--- config.mk ---
export PLATFORM = sky130hd
export DESIGN_NAME = uart_tx_queue
export DESIGN_NICKNAME = d
export VERILOG_FILES = /design/src/rtl/uart_tx_queue_pkg.sv /design/src/rtl/uart_byte_fifo.sv /design/src/rtl/uart_tx_queue.sv
export SDC_FILE = /design/constraint.sdc
export NUM_CORES = 1
export LEC_CHECK = 0
export CELL_PAD_IN_SITES_DETAIL_PLACEMENT = 1
export CELL_PAD_IN_SITES_GLOBAL_PLACEMENT = 1
export CORE_MARGIN = 3
export CORE_UTILIZATION = 55
export CTS_CLUSTER_SIZE = 20
export DETAILED_ROUTE_END_ITERATION = 10
export PLACE_DENSITY = 0.83
export REMOVE_ABC_BUFFERS = 1
export SLEW_MARGIN = 20
export SYNTH_ARGS = -nofsm -noshare
export SYNTH_HDL_FRONTEND = slang
export SYNTH_SLANG_ARGS = --single-unit
--- constraint.sdc ---
create_clock -name clk -period 4.55 [get_ports clk]
set_input_delay 1.1375 -clock clk [delete_from_list [all_inputs] [get_ports clk]]
set_output_delay 1.1375 -clock clk [all_outputs]
set_load 0.1 [all_outputs]
--- src/rtl/uart_tx_queue_pkg.sv ---
// Shared types and constants for the UART transmit queue.
// Holds the byte width and the handshake FSM state encoding.
package uart_tx_queue_pkg;

  localparam int unsigned UART_DATA_W = 8;

  typedef enum logic [1:0] {
    S_IDLE = 2'd0,
    S_REQ  = 2'd1,
    S_BUSY = 2'd2,
    S_GAP  = 2'd3
  } tx_state_e;

endpackage

--- src/rtl/uart_byte_fifo.sv ---
// Byte FIFO with wrapping head/tail pointers and an occupancy count that can represent DEPTH.
// A flush may optionally keep the head entry, which is the byte currently on the serial line.
module uart_byte_fifo
  import uart_tx_queue_pkg::*;
#(
  parameter int unsigned DEPTH = 16
) (
  input  logic                   clk,
  input  logic                   reset_n,
  input  logic                   push,
  input  logic [UART_DATA_W-1:0] push_data,
  input  logic                   pop,
  input  logic                   flush,
  input  logic                   keep_head,
  output logic [UART_DATA_W-1:0] head_data,
  output logic [$clog2(DEPTH):0] count,
  output logic                   full,
  output logic                   empty
);

  localparam int unsigned AW = $clog2(DEPTH);
  localparam int unsigned CW = AW + 1;

  logic [UART_DATA_W-1:0] mem_q [DEPTH];
  logic [AW-1:0]          head_q, head_d;
  logic [AW-1:0]          tail_q, tail_d;
  logic [CW-1:0]          count_q, count_d;
  logic                   wr_ok;

  assign wr_ok = push && !flush;

  always_comb begin
    head_d  = head_q;
    tail_d  = tail_q;
    count_d = count_q;
    if (pop) begin
      head_d  = head_q + AW'(1);
      count_d = count_q - CW'(1);
    end
    // A kept head that is popped on the same edge leaves nothing behind.
    if (flush) begin
      if (keep_head && !pop) begin
        tail_d  = head_q + AW'(1);
        count_d = CW'(1);
      end else begin
        tail_d  = head_d;
        count_d = '0;
      end
    end else if (push) begin
      tail_d  = tail_q + AW'(1);
      count_d = count_d + CW'(1);
    end
  end

  always_ff @(posedge clk or negedge reset_n) begin
    if (!reset_n) begin
      head_q  <= '0;
      tail_q  <= '0;
      count_q <= '0;
    end else begin
      head_q  <= head_d;
      tail_q  <= tail_d;
      count_q <= count_d;
    end
  end

  always_ff @(posedge clk) begin
    if (wr_ok) begin
      mem_q[tail_q] <= push_data;
    end
  end

  assign head_data = mem_q[head_q];
  assign count     = count_q;
  assign full      = (count_q == CW'(DEPTH));
  assign empty     = (count_q == '0);

endmodule

--- src/rtl/uart_tx_queue.sv ---
// Byte queue feeding uart_transmitter: buffers bytes and hands them over one frame at a time
// using a send/busy handshake, with an optional idle gap between frames.
module uart_tx_queue
  import uart_tx_queue_pkg::*;
#(
  parameter int unsigned DEPTH      = 16,
  parameter int unsigned GAP_CYCLES = 0
) (
  input  logic                   clk,
  input  logic                   reset_n,
  input  logic                   wr_en,
  input  logic [UART_DATA_W-1:0] wr_data,
  input  logic                   flush,
  input  logic                   clear_overflow,
  output logic                   full,
  output logic                   empty,
  output logic [$clog2(DEPTH):0] count,
  output logic                   overflow,
  output logic [UART_DATA_W-1:0] tx_data,
  output logic                   tx_send,
  input  logic                   tx_busy
);

  localparam int unsigned GapW = $clog2(GAP_CYCLES + 2);

  tx_state_e              state_q, state_d;
  logic                   busy_q;
  logic                   tx_send_q, tx_send_d;
  logic [UART_DATA_W-1:0] tx_data_q, tx_data_d;
  logic [GapW-1:0]        gap_q, gap_d;
  logic                   overflow_q, overflow_d;
  logic [UART_DATA_W-1:0] head_data;
  logic                   pop, push_ok, keep_head;

  // The head byte is only released once its frame has fully completed.
  assign pop       = (state_q == S_BUSY) && !busy_q;
  assign keep_head = (state_q == S_REQ) || (state_q == S_BUSY);
  assign push_ok   = wr_en && !flush && (!full || pop);

  uart_byte_fifo #(
    .DEPTH(DEPTH)
  ) u_fifo (
    .clk      (clk),
    .reset_n  (reset_n),
    .push     (push_ok),
    .push_data(wr_data),
    .pop      (pop),
    .flush    (flush),
    .keep_head(keep_head),
    .head_data(head_data),
    .count    (count),
    .full     (full),
    .empty    (empty)
  );

  always_comb begin
    state_d   = state_q;
    tx_send_d = tx_send_q;
    tx_data_d = tx_data_q;
    gap_d     = gap_q;
    case (state_q)
      S_IDLE: begin
        if (!empty && !flush && !busy_q) begin
          tx_data_d = head_data;
          tx_send_d = 1'b1;
          state_d   = S_REQ;
        end
      end
      S_REQ: begin
        if (busy_q) begin
          tx_send_d = 1'b0;
          state_d   = S_BUSY;
        end
      end
      S_BUSY: begin
        if (!busy_q) begin
          if (GAP_CYCLES > 0) begin
            gap_d   = GapW'(1);
            state_d = S_GAP;
          end else begin
            state_d = S_IDLE;
          end
        end
      end
      S_GAP: begin
        if (gap_q == GapW'(GAP_CYCLES)) begin
          state_d = S_IDLE;
        end else begin
          gap_d = gap_q + GapW'(1);
        end
      end
      default: state_d = S_IDLE;
    endcase
  end

  // A rejected push and a clear on the same edge leave the flag set.
  always_comb begin
    overflow_d = overflow_q;
    if (wr_en && !flush && full && !pop) begin
      overflow_d = 1'b1;
    end else if (clear_overflow) begin
      overflow_d = 1'b0;
    end
  end

  always_ff @(posedge clk or negedge reset_n) begin
    if (!reset_n) begin
      state_q    <= S_IDLE;
      busy_q     <= 1'b0;
      tx_send_q  <= 1'b0;
      tx_data_q  <= '0;
      gap_q      <= '0;
      overflow_q <= 1'b0;
    end else begin
      state_q    <= state_d;
      busy_q     <= tx_busy;
      tx_send_q  <= tx_send_d;
      tx_data_q  <= tx_data_d;
      gap_q      <= gap_d;
      overflow_q <= overflow_d;
    end
  end

  assign tx_send  = tx_send_q;
  assign tx_data  = tx_data_q;
  assign overflow = overflow_q;

endmodule
==> results of run 1 <==
## layer usage
layer / vias up / track usage
met2: 115 / 0.399
met3: 25 / 0.0589
met1: 1861 / 0.348
li1: 1532 / -
met4: 0 / 0.0962
met5: - / 0
## power by group through the flow
| stage | combinational (mW) | sequential, mW | clock, mW |
|---|---|---|---|
| floorplan | 0.710 | 2.24 | 0 |
| global placement | 1.47 | 1.90 | 0 |
| detailed placement | 1.49 | 1.92 | 0 |
| CTS | 1.52 | 1.90 | 1.60 |
| global route | 1.59 | 1.93 | 1.65 |
| finish | 1.51 | 1.90 | 1.58 |
## synthesized netlist by cell type (all sizes together) (2+ instances only)
library cell,count
o211ai,3
xnor2,7
nor2,17
clkbuf,6
or3b,2
ha,7
dfrtp,26
and2,16
buf,15
nor3b,6
nand2b,4
a221oi,8
edfxtp,128
nand3,2
nor3,5
nor2b,3
o22ai,9
a21oi,6
mux4,32
or2,2
mux2i,13
inv,10
nor4b,2
xor2,3
nand2,9
nand4,3
o21ai,8
and3,2
or3,2
## through the flow
step	hold WS (ps)	power [mW]	cell area, um^2
6_report	549	4.99	7570
5_1_grt	589	5.18	7570
4_1_cts	553	5.02	7570
3_5_place_dp	540	3.41	6910
3_3_place_gp	519	3.37	6910
2_1_floorplan	518	2.95	6380
## sequential cells by signal, summed over array words and instances, names as in the netlist
name / cells
busy_q: 1
overflow: 1
state_q: 2
tx_data: 8
tx_send: 1
u_fifo.count: 5
u_fifo.head_q: 4
u_fifo.mem_q: 128
u_fifo.tail_q: 4
## path summary, 6_finish.rpt
| kind | start | to | slack (ps) | cells past startpoint |
|---|---|---|---|---|
| max in group asynchronous | reset_n | u_fifo.head_q[0] | 3130 | 2 |
| worst min-delay path | tx_send | tx_send | 550 | 2 |
| worst min register to register | tx_send | tx_send | 550 | 2 |
| worst max register to register | u_fifo.count[0] | u_fifo.mem_q[9][2] | 1800 | 6 |
| worst max-delay path | u_fifo.count[2] | count[2] | 1190 | 1 |
| min in group asynchronous | reset_n | u_fifo.count[4] | 1100 | 2 |
## cells by family after synthesis
family,synth area share
and+or+nand+nor,0.0759
muxes,0.132
adders and majority gates,0.0135
DFF,0.691
AOI/OAI and AO/OA,0.0456
buffers and inverters,0.0252
xor gates and xnor gates,0.0169
## area by class of cell
class | count | area [um^2]
clock buffers | 22 | 464
flip-flops and latches | 154 | 4500
clock inverters | 9 | 194
repair buffers | 36 | 340
well taps | 143 | 179
fillers | 974 | 3950
inverters | 10 | 37.5
multi-input cells | 186 | 1860
## layout by cell type, fill, tap and decap left out, types with 3 or more instances in the layout
cell | synthesis | routed
sky130_fd_sc_hd__a21oi_1 | 6 | 6
sky130_fd_sc_hd__a221oi_1 | 8 | 8
sky130_fd_sc_hd__and2_1 | 16 | 16
sky130_fd_sc_hd__buf_4 | 4 | 8
sky130_fd_sc_hd__bufinv_16 | 0 | 6
sky130_fd_sc_hd__clkbuf_1 | 5 | 3
sky130_fd_sc_hd__clkbuf_16 | 0 | 17
sky130_fd_sc_hd__clkdlybuf4s50_1 | 0 | 28
sky130_fd_sc_hd__dfrtp_1 | 26 | 24
sky130_fd_sc_hd__edfxtp_1 | 128 | 128
sky130_fd_sc_hd__ha_1 | 7 | 7
sky130_fd_sc_hd__inv_1 | 10 | 10
sky130_fd_sc_hd__mux2i_1 | 13 | 13
sky130_fd_sc_hd__mux4_2 | 32 | 32
sky130_fd_sc_hd__nand2_1 | 9 | 9
sky130_fd_sc_hd__nand2b_1 | 4 | 4
sky130_fd_sc_hd__nand4_1 | 3 | 3
sky130_fd_sc_hd__nor2_1 | 17 | 17
sky130_fd_sc_hd__nor2b_1 | 3 | 3
sky130_fd_sc_hd__nor3_1 | 5 | 5
sky130_fd_sc_hd__nor3b_1 | 5 | 5
sky130_fd_sc_hd__o211ai_1 | 3 | 3
sky130_fd_sc_hd__o21ai_0 | 7 | 7
sky130_fd_sc_hd__o22ai_1 | 9 | 9
sky130_fd_sc_hd__xnor2_1 | 7 | 7
sky130_fd_sc_hd__xor2_1 | 3 | 3
==> impl_metrics.sql, run 1 <==
INSERT INTO impl_metrics (metric_group, metric, value, unit) VALUES
('synth', 'ys_top_cells_by_area', 'sky130_fd_sc_hd__edfxtp_1 59%, sky130_fd_sc_hd__mux4_2 11%, sky130_fd_sc_hd__dfrtp_1 10%', ''),
('power_and_ir_drop', 'switching_power', '1.70', 'mW'),
('outcome', 'outcome', 'completed', ''),
('synth', 'synth.avg_cell_area', '17.5', 'um^2'),
('clock_network', 'cts_hold_buffers', '0', ''),
('detailed_routing', 'drt-wirelength-per-cell', '27.4', 'um'),
('power_and_ir_drop', 'power.share.combinational', '0.303', ''),
('floorplan', 'core_area', '11500', 'um^2'),
('synth', 'syn_area', '6510', 'um^2'),
('clock_network', 'cts_root_buffer', 'sky130_fd_sc_hd__clkbuf_16', ''),
('sta', 'fmax', '298', 'MHz'),
('detailed_routing', 'drt-met1-wl', '6.57', 'mm'),
('cells_and_area', 'layout-drive-gt1-share', '0.189', ''),
('detailed_routing', 'via_density_per_instance', '6.31', ''),
('floorplan', 'top_level_ports', '31', ''),
('setup_path', 'setup.worst_path.class', 'reg -> out', ''),
('placement', 'routabilityCongestion', '0.812', ''),
('grt', 'grt_antenna_before_repair', '0', ''),
('clock_network', 'tritoncts', 'yes', ''),
('setup_path', 'timing.critical_path.max_delay_family', 'buffers and inverters', ''),
('sta', 'pin_slew_with_the_least_headroom_to_its_limit', '1040', 'ps'),
('cells_and_area', 'utilization', '0.657', ''),
('power_and_ir_drop', 'p_sw_frac', '0.342', ''),
('detailed_routing', 'detailroute.via_count', '3533', ''),
('cells_and_area', 'synthToLayoutAreaGrowth', '16.3', '%'),
('power_and_ir_drop', 'clk_pwr_share', '0.316', ''),
('hold_path', 'holdCritPathClass', 'reg -> reg', ''),
('detailed_routing', 'dr.first_iter.drc_count', '328', ''),
('detailed_routing', 'route.met3.wl', '864', 'um'),
('setup_path', 'path_cells', 'clkdlybuf4s50_1', ''),
('sta', 'count_of_final_setup_violators', '0', ''),
('cells_and_area', 'nNetsFinal', '426', ''),
('detailed_routing', 'highest-signal-layer', 'met4', ''),
('clock_network', 'cts_inserted_buffers', '17', ''),
('grt', 'remaining_global_route_overflow', '0', ''),
('setup_path', 'kind_of_end_point_of_the_critical_path', 'output port', ''),
('sta', 'rsz0062_at_grt', 'false', ''),
('synth', 'yosys_warnings', '0', ''),
('power_and_ir_drop', 'power.static_leakage', '2.60', 'nW'),
('synth', 'netlist.top_cell.by_area', 'sky130_fd_sc_hd__edfxtp_1', ''),
('detailed_routing', 'route.antenna.remaining_nets', '0', ''),
('detailed_routing', 'route.final.wire_length', '15.3', 'mm'),
('synth', 'yosysTopAreaCellShare', '0.591', ''),
('synth', 'synth-seq-cells', '154', ''),
('grt', 'grt_pass1_wl', '23.5', 'mm'),
('job', 'timing.max_cap.violations', '0', ''),
('grt', 'pin_count_of_the_biggest_net_entering_global_routing', '27', ''),
('setup_path', 'cp.arrival', '2220', 'ps'),
('detailed_routing', 'drcViolationCount', '0', ''),
('setup_path', 'critical_path.max_fanout', '11', ''),
('power_and_ir_drop', 'seqPwrFrac', '0.381', ''),
('synth', 'synthCells', '371', ''),
('clock_network', 'cts.path.max_buffers', '2', ''),
('placement', 'preCtsSetupSlack', '963', 'ps'),
('floorplan', 'die_h', '115', 'um'),
('synth', 'synth_sequential_area_ratio', '0.691', ''),
('setup_path', 'critical_path.max_stage_delay', '1210', 'ps'),
('synth', 'yosys_most_used_dff', 'sky130_fd_sc_hd__edfxtp_1', ''),
('cells_and_area', 'post_layout_nonfiller_instances', '560', ''),
('sta', 'slew_viol_final', '0', ''),
('grt', 'first_global_vias', '3836', ''),
('placement', 'dp.final_hpwl', '9.74', 'mm'),
('sta', 'worst_clock_skew', '7.48', 'ps'),
('clock_network', 'ctsResizeCount', '0', ''),
('setup_path', 'critPathSlowestCell', 'sky130_fd_sc_hd__clkdlybuf4s50_1', ''),
('sta', 'layout_min_cycle_time', '3360', 'ps'),
('floorplan', 'floorplan.die_area', '13200', 'um^2'),
('setup_path', 'critical_path.startpoint_type', 'flop', ''),
('power_and_ir_drop', 'power.density', '659', 'nW/um^2'),
('sta', 'setup_total_negative_slack', '0', 'ps'),
('grt', 'grt_usage', '0.252', '');
(Power assumes the default switching activity.)
==> run 2, diff against run 1 <==
Settings changed: CORE_UTILIZATION 55 to 47, PLACE_DENSITY 0.83 to 0.76.
Clock period 4.55 ns to 2.9 ns, I/O delays scaled along.
==> run 2 against run 1 <==
Effect of this change:
- sequential share of layout area is essentially flat
- critical path type unchanged
- critical endpoint is now empty
- sequential power grew 54%
- clock-buffer cell count shrank 4
- first-iteration DRC count grew 36%
- design area is essentially flat
- highest routed layer unchanged
- power grew 50%
==> impl_metrics.sql, run 2 (synthesis gave the netlist of run 1 again) <==
INSERT INTO impl_metrics (metric_group, metric, value, unit) VALUES
('cells_and_area', 'antenna_cells_inserted', '0', ''),
('sta', 'slew_viol_final', '0', ''),
('power_and_ir_drop', 'power.density', '990', 'nW/um^2'),
('cells_and_area', 'largest_register_ffs', '128', ''),
('cells_and_area', 'layout.cells.most_common', 'sky130_fd_sc_hd__edfxtp_1', ''),
('power_and_ir_drop', 'power.share.combinational', '0.327', ''),
('sta', 'maxSlewHeadroom', '0.476', ''),
('hold_path', 'hold_end', 'overflow', ''),
('grt', 'pin_count_of_the_biggest_net_entering_global_routing', '35', ''),
('clock_network', 'clk-insertion-delay-late', '420', 'ps'),
('clock_network', 'postCtsSetupRepairBufs', '0', ''),
('floorplan', 'initial_core_util', '0.486', ''),
('cells_and_area', 'layout-drive-gt1-share', '0.241', ''),
('cells_and_area', 'largest_register', 'u_fifo.mem_q', ''),
('sta', 'pin_slew_with_the_least_headroom_to_its_limit', '784', 'ps'),
('setup_path', 'kind_of_end_point_of_the_critical_path', 'output port', ''),
('sta', 'fmax', '372', 'MHz'),
('grt', 'grt_pass1_wl', '22.8', 'mm'),
('detailed_routing', 'drt-wirelength-per-cell', '24.9', 'um'),
('power_and_ir_drop', 'total_power', '7.50', 'mW'),
('hold_path', 'start_point_of_the_worst_min_delay_path', 'overflow', ''),
('outcome', 'outcome', 'completed', ''),
('setup_path', 'timing.reg2reg.setup_slack', '420', 'ps'),
('grt', 'first_global_vias', '3882', ''),
('cells_and_area', 'nNetsFinal', '432', ''),
('floorplan', 'floorplan.rows', '42', ''),
('setup_path', 'cp.arrival', '1960', 'ps'),
('grt', 'grt_antenna_before_repair', '0', ''),
('power_and_ir_drop', 'switching_power', '2.70', 'mW'),
('sta', 'worst_clock_skew', '8.77', 'ps'),
('power_and_ir_drop', 'clk_pwr_share', '0.284', ''),
('setup_path', 'worstPathRequired', '2170', 'ps'),
('power_and_ir_drop', 'internal-power', '4.80', 'mW'),
('detailed_routing', 'drcViolationCount', '0', ''),
('placement', 'placed_cells', '568', ''),
('power_and_ir_drop', 'seqPwrFrac', '0.389', ''),
('setup_path', 'critical_path.reg2reg.endpoint', 'u_fifo.mem_q[15][6]', ''),
('clock_network', 'cts_inserted_buffers', '17', ''),
('setup_path', 'critical_path.max_fanout', '9', ''),
('clock_network', 'cts_hold_buffers', '0', ''),
('clock_network', 'tritoncts', 'yes', ''),
('sta', 'worst_hold_slack', '561', 'ps'),
('power_and_ir_drop', 'p_sw_frac', '0.359', ''),
('sta', 'count_of_final_setup_violators', '0', ''),
('placement', 'dp.final_hpwl', '10.2', 'mm'),
('cells_and_area', 'post_layout_nonfiller_instances', '600', ''),
('clock_network', 'ctsResizeCount', '0', ''),
('power_and_ir_drop', 'power.static_leakage', '2.62', 'nW'),
('floorplan', 'floorplan.die_area', '15300', 'um^2'),
('clock_network', 'htree_levels', '4', ''),
('floorplan', 'top_level_ports', '31', ''),
('placement', 'place.port_buffers', '30', ''),
('job', 'timing.max_cap.violations', '0', ''),
('cells_and_area', 'synthToLayoutAreaGrowth', '16.3', '%'),
('cells_and_area', 'layout_common_cells', '128 x sky130_fd_sc_hd__edfxtp_1, 32 x sky130_fd_sc_hd__mux4_2, 26 x sky130_fd_sc_hd__buf_4', ''),
('floorplan', 'die_width', '124', 'um'),
('placement', 'routabilityCongestion', '0.819', ''),
('detailed_routing', 'route.antenna.remaining_nets', '0', ''),
('floorplan', 'die_h', '124', 'um'),
('clock_network', 'cts_root_buffer', 'sky130_fd_sc_hd__clkbuf_16', ''),
('detailed_routing', 'dr.first_iter.drc_count', '445', ''),
('grt', 'remaining_global_route_overflow', '0', ''),
('sta', 'rsz0062_at_grt', 'false', ''),
('hold_path', 'worst_hold_path.num_cells', '2', ''),
('detailed_routing', 'via_density_per_instance', '5.94', ''),
('detailed_routing', 'detailroute.via_count', '3563', ''),
('cells_and_area', 'layout_fillers', '1222', ''),
('detailed_routing', 'route.final.wire_length', '14.9', 'mm'),
('clock_network', 'cts.sink_count', '154', ''),
('setup_path', 'reg2regPathDepth', '4', ''),
('clock_network', 'cts.path.max_buffers', '2', ''),
('setup_path', 'critical_path.startpoint_type', 'flop', ''),
('power_and_ir_drop', 'ir_worst_vdd', '0.453', 'mV'),
('sta', 'timing.final.hold_violations', '0', ''),
('hold_path', 'holdCritPathClass', 'reg -> reg', ''),
('setup_path', 'setup.worst_path.class', 'reg -> out', ''),
('sta', 'layout_min_cycle_time', '2690', 'ps'),
('clock_network', 'cts.clk_slew.worst_paths', '60', 'ps'),
('grt', 'grt_usage', '0.210', ''),
('sta', 'min_period_over_period', '0.927', ''),
('floorplan', 'core_area', '13400', 'um^2'),
('setup_path', 'rr_startpoint', 'state_q[0]', ''),
('detailed_routing', 'detail_route.first_pass.iterations', '4', '');
==> run 2: changes by cell type in the layout (fill, tap and decap cells not counted), moves of 2 or more <==
| cell | previous run | this run |
|---|---|---|
| sky130_fd_sc_hd__buf_12 | 0 | 3 |
| sky130_fd_sc_hd__buf_4 | 8 | 26 |
| sky130_fd_sc_hd__bufinv_16 | 6 | 2 |
| sky130_fd_sc_hd__clkbuf_1 | 3 | 1 |
| sky130_fd_sc_hd__clkbuf_8 | 2 | 0 |
| sky130_fd_sc_hd__clkdlybuf4s50_1 | 28 | 13 |
| sky130_fd_sc_hd__clkinv_4 | 0 | 3 |
| sky130_fd_sc_hd__clkinvlp_4 | 0 | 2 |
| sky130_fd_sc_hd__inv_6 | 0 | 3 |
==> run 2: metrics by stage <==
stage	cell area, um^2	setup slack [ps]	utilization	setup TNS, ps
CTS	7570	88.4	0.565	0
finish	7570	212	0.565	0
detailed placement	7000	66.7	0.522	0
floorplan	6380	-417	-	-5080
global placement	7000	154	0.522	0
global route	7570	81.5	0.565	0
==> run 2: critical path: stages, from the launching register on <==
cell,delay [ps]
sky130_fd_sc_hd__dfrtp_1,460
sky130_fd_sc_hd__inv_1,130
sky130_fd_sc_hd__ha_2,290
sky130_fd_sc_hd__nor4b_4,430
sky130_fd_sc_hd__buf_12,240
==> run 2: per-layer routing <==
layer	vias to the layer above	part of all wire	track usage
met5	-	0	0
met4	0	0.013	0.0692
met3	19	0.053	0.0572
met2	115	0.51	0.345
met1	1880	0.43	0.274
li1	1549	-	-
==> run 2: worst max-delay path by stage <==
stage | from | end | slack, ps
floorplan | u_fifo.count[0] | tx_data[0] | -420
global placement | wr_en | u_fifo.mem_q[5][0] | 150
detailed placement | wr_en | u_fifo.mem_q[5][0] | 70
CTS | u_fifo.count[0] | empty | 90
global route | u_fifo.count[0] | full | 80
finish | u_fifo.count[0] | empty | 210
==> run 2: power groups by stage <==
| stage | Sequential, mW | Clock (mW) | Combinational, mW |
|---|---|---|---|
| floorplan | 3.51 | 0 | 1.11 |
| CTS | 2.92 | 2.18 | 2.46 |
| finish | 2.92 | 2.13 | 2.45 |
| detailed placement | 2.96 | 0 | 2.43 |
| global route | 2.96 | 2.28 | 2.60 |
| global placement | 2.94 | 0 | 2.36 |
==> run 2: area by class of cell <==
class | instances | area, um^2 | share of cell area
multi-input cells | 186 | 1860 | 0.246
flip-flops and latches | 154 | 4500 | 0.594
clock inverters | 14 | 145 | 0.0192
repair buffers | 42 | 385 | 0.0509
clock buffers | 18 | 429 | 0.0567
well taps | 176 | 220 | 0.0291
inverters | 10 | 37.5 | 0.00496
